**config.mk**
```make
export PLATFORM = sky130hd
export DESIGN_NAME = rotdc_seq
export DESIGN_NICKNAME = d
export VERILOG_FILES = /design/src/rtl/rotdc_pkg.sv /design/src/rtl/rotdc_cycle_timer.sv /design/src/rtl/rotdc_seq.sv
export SDC_FILE = /design/constraint.sdc
export NUM_CORES = 1
export LEC_CHECK = 0
export ABC_AREA = 0
export CORE_ASPECT_RATIO = 0.6
export CORE_MARGIN = 10
export CORE_UTILIZATION = 44
export DETAILED_ROUTE_END_ITERATION = 10
export PLACE_DENSITY = 0.88
export SLEW_MARGIN = 5
export SYNTH_ARGS = -nofsm -noshare
export SYNTH_HDL_FRONTEND = slang
export SYNTH_HIERARCHICAL = 1
export SYNTH_SLANG_ARGS = --single-unit
export TNS_END_PERCENT = 100
```
**constraint.sdc**
```tcl
create_clock -name clk -period 3.55 [get_ports clk]
set_clock_uncertainty 0.2 [all_clocks]
set_input_delay 0.71 -clock clk [delete_from_list [all_inputs] [get_ports clk]]
set_output_delay 0.71 -clock clk [all_outputs]
set_load 0.02 [all_outputs]
```
**src/rtl/rotdc_pkg.sv**
```systemverilog
// Shared definitions for the ring-oscillator TDC measurement sequencer:
// state encoding and default widths used by the core, CSR block and sequencer.
package rotdc_pkg;

    localparam int DEF_COUNTER_LEN = 64;
    localparam int DEF_FINE_W      = 8;
    localparam int DEF_TIMEOUT_W   = 16;
    localparam int DEF_WARM_CYC    = 8;
    localparam int DEF_SETTLE_CYC  = 2;

    typedef enum logic [2:0] {
        S_IDLE    = 3'd0,
        S_WARM    = 3'd1,
        S_ARMED   = 3'd2,
        S_RUN     = 3'd3,
        S_SETTLE  = 3'd4,
        S_CAPTURE = 3'd5,
        S_HOLD    = 3'd6
    } rotdc_state_t;

    function automatic int max_int(input int a, input int b);
        return (a > b) ? a : b;
    endfunction

endpackage

```
**src/rtl/rotdc_cycle_timer.sv**
```systemverilog
// Loadable down-counter shared by the warm-up, settle and timeout intervals.
// Load takes priority over decrement; zero reflects the current count.
module rotdc_cycle_timer #(
    parameter int W = 16
) (
    input  logic         clk,
    input  logic         rst_n,
    input  logic         load,
    input  logic [W-1:0] load_val,
    input  logic         dec,
    output logic         zero
);

    logic [W-1:0] cnt;

    always_ff @(posedge clk or negedge rst_n) begin
        if (!rst_n) begin
            cnt <= '0;
        end else if (load) begin
            cnt <= load_val;
        end else if (dec) begin
            cnt <= cnt - W'(1);
        end
    end

    assign zero = (cnt == '0);

endmodule

```
**src/rtl/rotdc_seq.sv**
```systemverilog
// Measurement sequencer: warms the ring, arms the TDC core, waits for start/stop
// with an optional timeout, and presents the wrap-safe interval on a valid/ready port.
module rotdc_seq
    import rotdc_pkg::*;
#(
    parameter int COUNTER_LEN = DEF_COUNTER_LEN,
    parameter int FINE_W      = DEF_FINE_W,
    parameter int TIMEOUT_W   = DEF_TIMEOUT_W,
    parameter int WARM_CYC    = DEF_WARM_CYC,
    parameter int SETTLE_CYC  = DEF_SETTLE_CYC
) (
    input  logic                   clk,
    input  logic                   rst_n,
    input  logic                   meas_req,
    input  logic                   abort,
    input  logic [TIMEOUT_W-1:0]   timeout_cyc,
    output logic                   meas_busy,
    output logic                   ro_en,
    output logic                   tdc_arm,
    input  logic                   start_flag,
    input  logic                   stop_flag,
    input  logic [COUNTER_LEN-1:0] start_coarse,
    input  logic [COUNTER_LEN-1:0] stop_coarse,
    input  logic [FINE_W-1:0]      start_fine,
    input  logic [FINE_W-1:0]      stop_fine,
    output logic                   res_valid,
    input  logic                   res_ready,
    output logic [COUNTER_LEN-1:0] res_coarse,
    output logic [FINE_W-1:0]      res_start_fine,
    output logic [FINE_W-1:0]      res_stop_fine,
    output logic                   res_timeout,
    output rotdc_state_t           dbg_state
);

    // Result handshake: a record transfers on a cycle where res_valid and res_ready
    // are both high; while res_valid is high the record is held stable.
    localparam int TMR_W = max_int(TIMEOUT_W,
                                   max_int($clog2(WARM_CYC + 1), $clog2(SETTLE_CYC + 1)));

    rotdc_state_t     state, next_state;
    logic             tmr_load, tmr_dec, tmr_zero;
    logic [TMR_W-1:0] tmr_val;
    logic             to_take, to_en, to_hit;

    rotdc_cycle_timer #(.W(TMR_W)) u_timer (
        .clk      (clk),
        .rst_n    (rst_n),
        .load     (tmr_load),
        .load_val (tmr_val),
        .dec      (tmr_dec),
        .zero     (tmr_zero)
    );

    // Intervals load N-1 so that zero is seen on the last cycle of the interval.
    always_comb begin
        next_state = state;
        tmr_load   = 1'b0;
        tmr_val    = '0;
        tmr_dec    = 1'b0;
        to_take    = 1'b0;
        if (abort) begin
            next_state = S_IDLE;
        end else begin
            case (state)
                S_IDLE: begin
                    if (meas_req) begin
                        next_state = S_WARM;
                        tmr_load   = 1'b1;
                        tmr_val    = TMR_W'(WARM_CYC - 1);
                    end
                end
                S_WARM: begin
                    if (tmr_zero) begin
                        next_state = S_ARMED;
                        tmr_load   = 1'b1;
                        tmr_val    = TMR_W'(timeout_cyc - TIMEOUT_W'(1));
                    end else begin
                        tmr_dec = 1'b1;
                    end
                end
                S_ARMED, S_RUN: begin
                    tmr_dec = 1'b1;
                    // A stop before any start is noise and must not end the measurement.
                    if (stop_flag && (start_flag || state == S_RUN)) begin
                        next_state = S_SETTLE;
                        tmr_load   = 1'b1;
                        tmr_val    = TMR_W'(SETTLE_CYC - 1);
                    end else if (to_en && tmr_zero) begin
                        next_state = S_CAPTURE;
                        to_take    = 1'b1;
                    end else if (state == S_ARMED && start_flag) begin
                        next_state = S_RUN;
                    end
                end
                S_SETTLE: begin
                    if (tmr_zero) begin
                        next_state = S_CAPTURE;
                    end else begin
                        tmr_dec = 1'b1;
                    end
                end
                S_CAPTURE: next_state = S_HOLD;
                S_HOLD: begin
                    if (res_ready) begin
                        next_state = S_IDLE;
                    end
                end
                default: next_state = S_IDLE;
            endcase
        end
    end

    always_ff @(posedge clk or negedge rst_n) begin
        if (!rst_n) begin
            state          <= S_IDLE;
            to_en          <= 1'b0;
            to_hit         <= 1'b0;
            meas_busy      <= 1'b0;
            ro_en          <= 1'b0;
            tdc_arm        <= 1'b0;
            res_valid      <= 1'b0;
            res_coarse     <= '0;
            res_start_fine <= '0;
            res_stop_fine  <= '0;
            res_timeout    <= 1'b0;
        end else begin
            state     <= next_state;
            meas_busy <= (next_state != S_IDLE);
            ro_en     <= next_state inside {S_WARM, S_ARMED, S_RUN, S_SETTLE};
            tdc_arm   <= next_state inside {S_ARMED, S_RUN};
            res_valid <= (next_state == S_HOLD);
            if (state == S_WARM && next_state == S_ARMED) begin
                to_en <= (timeout_cyc != '0);
            end
            if (next_state == S_IDLE) begin
                to_hit <= 1'b0;
            end else if (to_take) begin
                to_hit <= 1'b1;
            end
            // Leaving for IDLE (accept or abort) wipes the record so IDLE outputs are all zero.
            if (next_state == S_IDLE) begin
                res_coarse     <= '0;
                res_start_fine <= '0;
                res_stop_fine  <= '0;
                res_timeout    <= 1'b0;
            end else if (state == S_CAPTURE) begin
                if (to_hit) begin
                    res_coarse     <= '0;
                    res_start_fine <= '0;
                    res_stop_fine  <= '0;
                    res_timeout    <= 1'b1;
                end else begin
                    res_coarse     <= stop_coarse - start_coarse;
                    res_start_fine <= start_fine;
                    res_stop_fine  <= stop_fine;
                    res_timeout    <= 1'b0;
                end
            end
        end
    end

    assign dbg_state = state;

endmodule

```
Yosys cells after proc, flatten, opt, wreduce, memory -nomap -nowiden --
Index checks and enable logic that the tools add are counted.
Cells by class: $add $sub $neg 3, equal/unequal tests 11, multiplexer cells 42, reduce and logical (&&, ||, !) cells 17
Operator list (count):
- $mux W64 | 3
- $mux W16 | 4
- $sub A64 B64 Y64 | 1
- $mux W8 | 6
- $pmux W16 S3 | 1
- $sub A16 B1 Y16 const B | 2
- $mux W3 | 9
- $pmux W3 S6 | 1
- $logic_not A16 Y1 | 1
- $mux W1 | 16
- $reduce_bool A16 Y1 | 1
- $eq A3 B3 Y1 const B | 5
- $eq A3 B2 Y1 const B | 4
- $reduce_bool A2 Y1 | 4
- $eq A3 B1 Y1 const B | 2
- $logic_not A3 Y1 | 2
- $logic_and A1 B1 Y1 | 4
- $reduce_bool A4 Y1 | 1
- $reduce_or A2 Y1 | 2
- $pmux W1 S3 | 1
- $reduce_bool A3 Y1 | 1
- $pmux W1 S2 | 1
- $logic_or A1 B1 Y1 | 1
Word-level totals: register bits after elaboration 106, output and inout port bits 88, word-level logic and storage cells 85

Depth between registers and ports, before layout --
depth after elaboration 9, depth in mapped cells 18, gate-level depth less buffers 14

Modules after synthesis --
Netlist, hierarchy kept.
By module, submodules not included:
- rotdc_seq | instances 1, cells an instance 939, area an instance 7475.9 µm²
- rotdc_cycle_timer | instances 1, cells an instance 111, area an instance 1028.5 µm²

Least setup slack after synthesis --
OpenSTA, ideal clock, no wires.
path kind reg-to-reg, start register u_timer.cnt[4], end register res_coarse[52], setup time 0.132 ns, arrival time 3.461 ns, data required time 3.218 ns, setup slack -0.243 ns, cell stages (with the launch flop) 16, buffers on the path 4, period minus slack after synthesis 3.793 ns, cells stage by stage dfrtp_1 or4_4 buf_6 buf_8 or4b_4 nor3_2 nand2_1 a32oi_1 a21boi_1 nor3_2 or3_1 clkbuf_1 buf_2 nor2_1 a21oi_1 o211ai_1
Between the ends: longest elaborated chain between the ends 8, elaborated cells between the ends (all ways) 11
RTL lines:
- start, declared | RTL line rotdc_cycle_timer.sv:14 | logic [W-1:0] cnt;
- start signal, assigned | RTL line rotdc_cycle_timer.sv:20 | cnt <= load_val;
- start signal, assigned | RTL line rotdc_cycle_timer.sv:22 | cnt <= cnt - W'(1);
- $logic_not A16 Y1 (*) | RTL line rotdc_cycle_timer.sv:26 | assign zero = (cnt == '0);
- net tmr_zero | RTL line rotdc_seq.sv:41 | logic tmr_load, tmr_dec, tmr_zero;
- $logic_and A1 B1 Y1 | RTL line rotdc_seq.sv:88 | end else if (to_en && tmr_zero) begin
- $mux W3 | RTL line rotdc_seq.sv:88
- $mux W3 | RTL line rotdc_seq.sv:84 | if (stop_flag && (start_flag || state == S_RUN)) begin
- $pmux W3 S6 (*) | RTL line rotdc_seq.sv:64 | case (state)
- $mux W3 (*) | RTL line rotdc_seq.sv:61 | if (abort) begin
- net next_state[1] | RTL line rotdc_seq.sv:40 | rotdc_state_t state, next_state;
- $logic_not A3 Y1 (*) | RTL line rotdc_seq.sv:141 | if (next_state == S_IDLE) begin
- $mux W64 or $reduce_bool A2 Y1 (tied branches)
- end signal, assigned | RTL line rotdc_seq.sv:153 | res_coarse <= stop_coarse - start_coarse;
- end, declared | RTL line rotdc_seq.sv:28 | output logic [COUNTER_LEN-1:0] res_coarse,
Mark *: on every way through the listed nets, which the timed path passes. The rest lies on a longest branch. A chain may end at the register's enable or synchronous reset.

Final worst setup path --
start input port start_coarse[9], end register res_coarse[20]
Between the ends: longest elaborated chain between the ends 4
RTL lines:
- start, declared | RTL line rotdc_seq.sv:22 | input logic [COUNTER_LEN-1:0] start_coarse,
- $sub A64 B64 Y64 | RTL line rotdc_seq.sv:153
- $mux W64 | RTL line rotdc_seq.sv:147 | if (to_hit) begin
- $mux W64 | RTL line rotdc_seq.sv:146 | end else if (state == S_CAPTURE) begin
- $mux W64 | RTL line rotdc_seq.sv:141
Every way passes these cells. The select of a mux whose other input is x is not followed.

==> summary.md <==
| Metric | Value |
|---|---|
| Mapped Cells | `1050` |
| Worst vdd ir | `266 uV` |
| Post-DRT Antenna Nets | `0` |
| Filler Cell Count | `1175` |
| Synth cell count leaders | `128 x nand2_1, 106 x dfrtp_1, 101 x o21ai_0` |
| Crit end category | `flop` |
| Share of the yosys chip area belonging to registers | `0.312` |
| Root Buffer | `clkbuf_16` |
| Worst Setup Path Type | `input port to flop` |
| Fin. max-slew vios | `0` |
| Slew HR | `0.459` |
| Gpl congestion | `0.939` |
| Vias in the first global route | `9681` |
| Clock-pin slew on the worst setup and hold paths | `0.09 ns` |
| Failing checks | `setup timing` |
| Setup TNS Final | `-0.0856 ns` |
| Share of Yosys cell area claimed by the top area cell type | `0.312` |
| Initial antenna violation count | `1` |
| Prevailing post-synth register cell | `dfrtp_1` |
| H-Tree Depth | `3` |
| Count of final hold-check violations | `0` |
| DRC | `0` |
| CTS tree | `done` |
| Largest net degree at the start of global routing | `70` |
| Drt wl/cell | `21.1 um` |
| Die ar. | `between 20000 and 30000 um2` |
| CP arrival | `3.63 ns` |
| EDFF count, synth | `0` |
| Port Buffer Count | `254` |
| RSZ-0062 raised after global routing | `true` |
| Std cell rows | `39` |
| Mapped cell area | `between 8000 and 9000 um2` |
| Clock Tree Buf Depth | `2` |
| Total CTS buffers | `9` |
| Post-layout min period | `3.58 ns` |
| Worst-skew pair later-pin latency | `0.36 ns` |
| Pwr Density | `296 nW/um2` |
| Synth warn | `6` |
| Leak | `6.59 nW` |
| Status | `finished, violations left` |
| Cell taking the most area after synthesis | `dfrtp_1` |
| DRT iter0 DRCs | `1127` |
| Mean post-synth cell area | `8.10 um2` |
| Overall Global Routing Usage | `0.245` |
| Min-Delay Path Class | `input port to asynchronous set/reset pin` |
| Dpl hpwl | `between 20000 and 30000 um` |
| Async S/R FF share, synth | `1.00` |
| Via/cell ratio | `between 5 and 6` |
| Die H | `around 130 um` |
| Syn_nets | `1283` |
| Max frequency | `279 MHz` |
| MaxCap Viol Count | `0` |
| Total power | `0.00425 W` |
| CP Max Fanout | `4` |
| Routed via count | `10300` |
| Nets | `1722` |
| Top-count cell post-synth | `nand2_1` |
| Setup ws final | `-0.0301 ns` |
| Worst-margin pin slew | `around 0.80 ns` |
| Crit start category | `input port` |
| Distinct cell type count after synthesis | `77` |
| CTS sink cnt | `between 100 and 150` |
| First-pass GRT wire length | `50800 um` |
| Fin area | `around 14000 um2` |
| Initial DRT Pass Iterations | `7` |
| Flops & latches, synth | `~110` |
| Share of cells above drive strength 1 | `0.291` |
| Top Ports | `255` |
| Area grow syn2layout | `69.0%` |
| Grt total ovfl | `0` |
| Die W | `199 um` |
| Final Routed Wirelength | `36800 um` |
| Core Area | `19000 um2` |
| Fin crit share | `1.01` |
| Post-place instance area | `between 10000 and 15000 um2` |
| Initial core utilization | `0.448` |
| Setup violations, final | `5` |
| Top post-synthesis cells by area | `dfrtp_1 31%, ha_1 9.6%, o21ai_0 5.9%` |
| CP required | `3.60 ns` |
[repair_timing]
action	4_1_cts	5_1_grt
pin swaps	29	66
hold buffers	0	0
cloned	0	4
endpoints found under the setup margin	54	68
gates resized for setup	76	213
setup buffers	21	19
[flip-flops by register name (all words and copies together), names as in the netlist]
register / cells
tdc_arm: 1
dbg_state: 3
ro_en: 1
meas_busy: 1
res_start_fine: 8
to_hit: 1
u_timer/cnt: 16
res_stop_fine: 8
res_coarse: 64
to_en: 1
res_timeout: 1
res_valid: 1
[path summary, 6_finish.rpt]
check                                     start              end  slack (ns)  cells past startpoint
worst min-delay path                      rst_n  u_timer/cnt[13]        0.11                      1
worst max register to register   u_timer/cnt[4]   res_coarse[14]       -0.02                     15
min in group clk                 res_coarse[56]   res_coarse[56]        0.28                      2
worst min register to register   res_coarse[56]   res_coarse[56]        0.28                      2
max in group asynchronous                 rst_n   res_coarse[51]        2.26                      2
worst max-delay path            start_coarse[9]   res_coarse[20]       -0.03                     14
[power breakdown]
| part | switching [W] | internal [W] |
|---|---|---|
| Combinational | 0.000957 | 0.000932 |
| Sequential | 0.0000530 | 0.00125 |
| Clock | 0.000550 | 0.000508 |
| Total | 0.00156 | 0.00269 |
[layout by cell type (no fill, tap or decap), types with 24 or more instances in the layout]
master,n
xnor2_1,40
a21oi_1,66
o21ai_0,50
ha_1,24
xor2_1,35
clkdlybuf4s50_1,220
ha_4,36
nand2_1,97
nor2_1,70
dfrtp_1,106
o21ai_1,35
buf_4,203
a21o_1,28
inv_1,72
o21ai_2,30
[kinds of logic (layout without fill, tap and decap cells)]
group	after synthesis	in the layout	synth area share
fa+ha+maj	66	66	0.0980
buf+inv	137	581	0.0638
xor+xnor	76	76	0.0783
simple gates	321	321	0.182
other cells	0	2	0
compound gates	341	341	0.263
mux	3	3	0.00368
flops	106	106	0.312
[routing by layer]
layer / track usage / part of all wire / vias to the layer above
li1: - / - / 4606
met1: 0.317 / 0.40 / 4869
met2: 0.396 / 0.46 / 668
met3: 0.0582 / 0.090 / 159
met4: 0.0771 / 0.047 / 0
met5: 0 / 0 / -
[final cells by class]
type	instances	area, um2	share of cell area
antenna	2	5.00	0.000348
clock inverter	7	81.3	0.00566
timing repair buffer	475	4410	0.307
tap	246	308	0.0214
clock buffer	9	225	0.0157
multi-input combinational	807	6350	0.442
inverter	90	338	0.0235
sequential	106	2650	0.185
[critical path, stage by stage]
cell and delay [ns]:
clkdlybuf4s50_1 0.48, inv_1 0.07, ha_4 0.26, a21oi_1 0.15, o21ai_0 0.18, a21bo_2 0.25
a31oi_2 0.20, buf_4 0.17, o21ai_0 0.16, a21oi_1 0.42, o21bai_1 0.11, a21oi_1 0.22
xor2_1 0.20, o21ai_2 0.06
[metrics by stage]
| stage | util | setup slack, ns | hold WS [ns] | std cells |
|---|---|---|---|---|
| 6_report | 0.757 | -0.0301 | 0.110 | 1742 |
| 3_3_place_gp | 0.663 | -0.541 | 0.261 | 1680 |
| 5_1_grt | 0.757 | -0.157 | 0.151 | 1741 |
| 4_1_cts | 0.706 | 0.000132 | 0.124 | 1717 |
| 3_5_place_dp | 0.663 | -0.618 | 0.269 | 1680 |
| 2_1_floorplan | - | -0.103 | 0.214 | 1050 |
(Power assumes the default switching activity.)
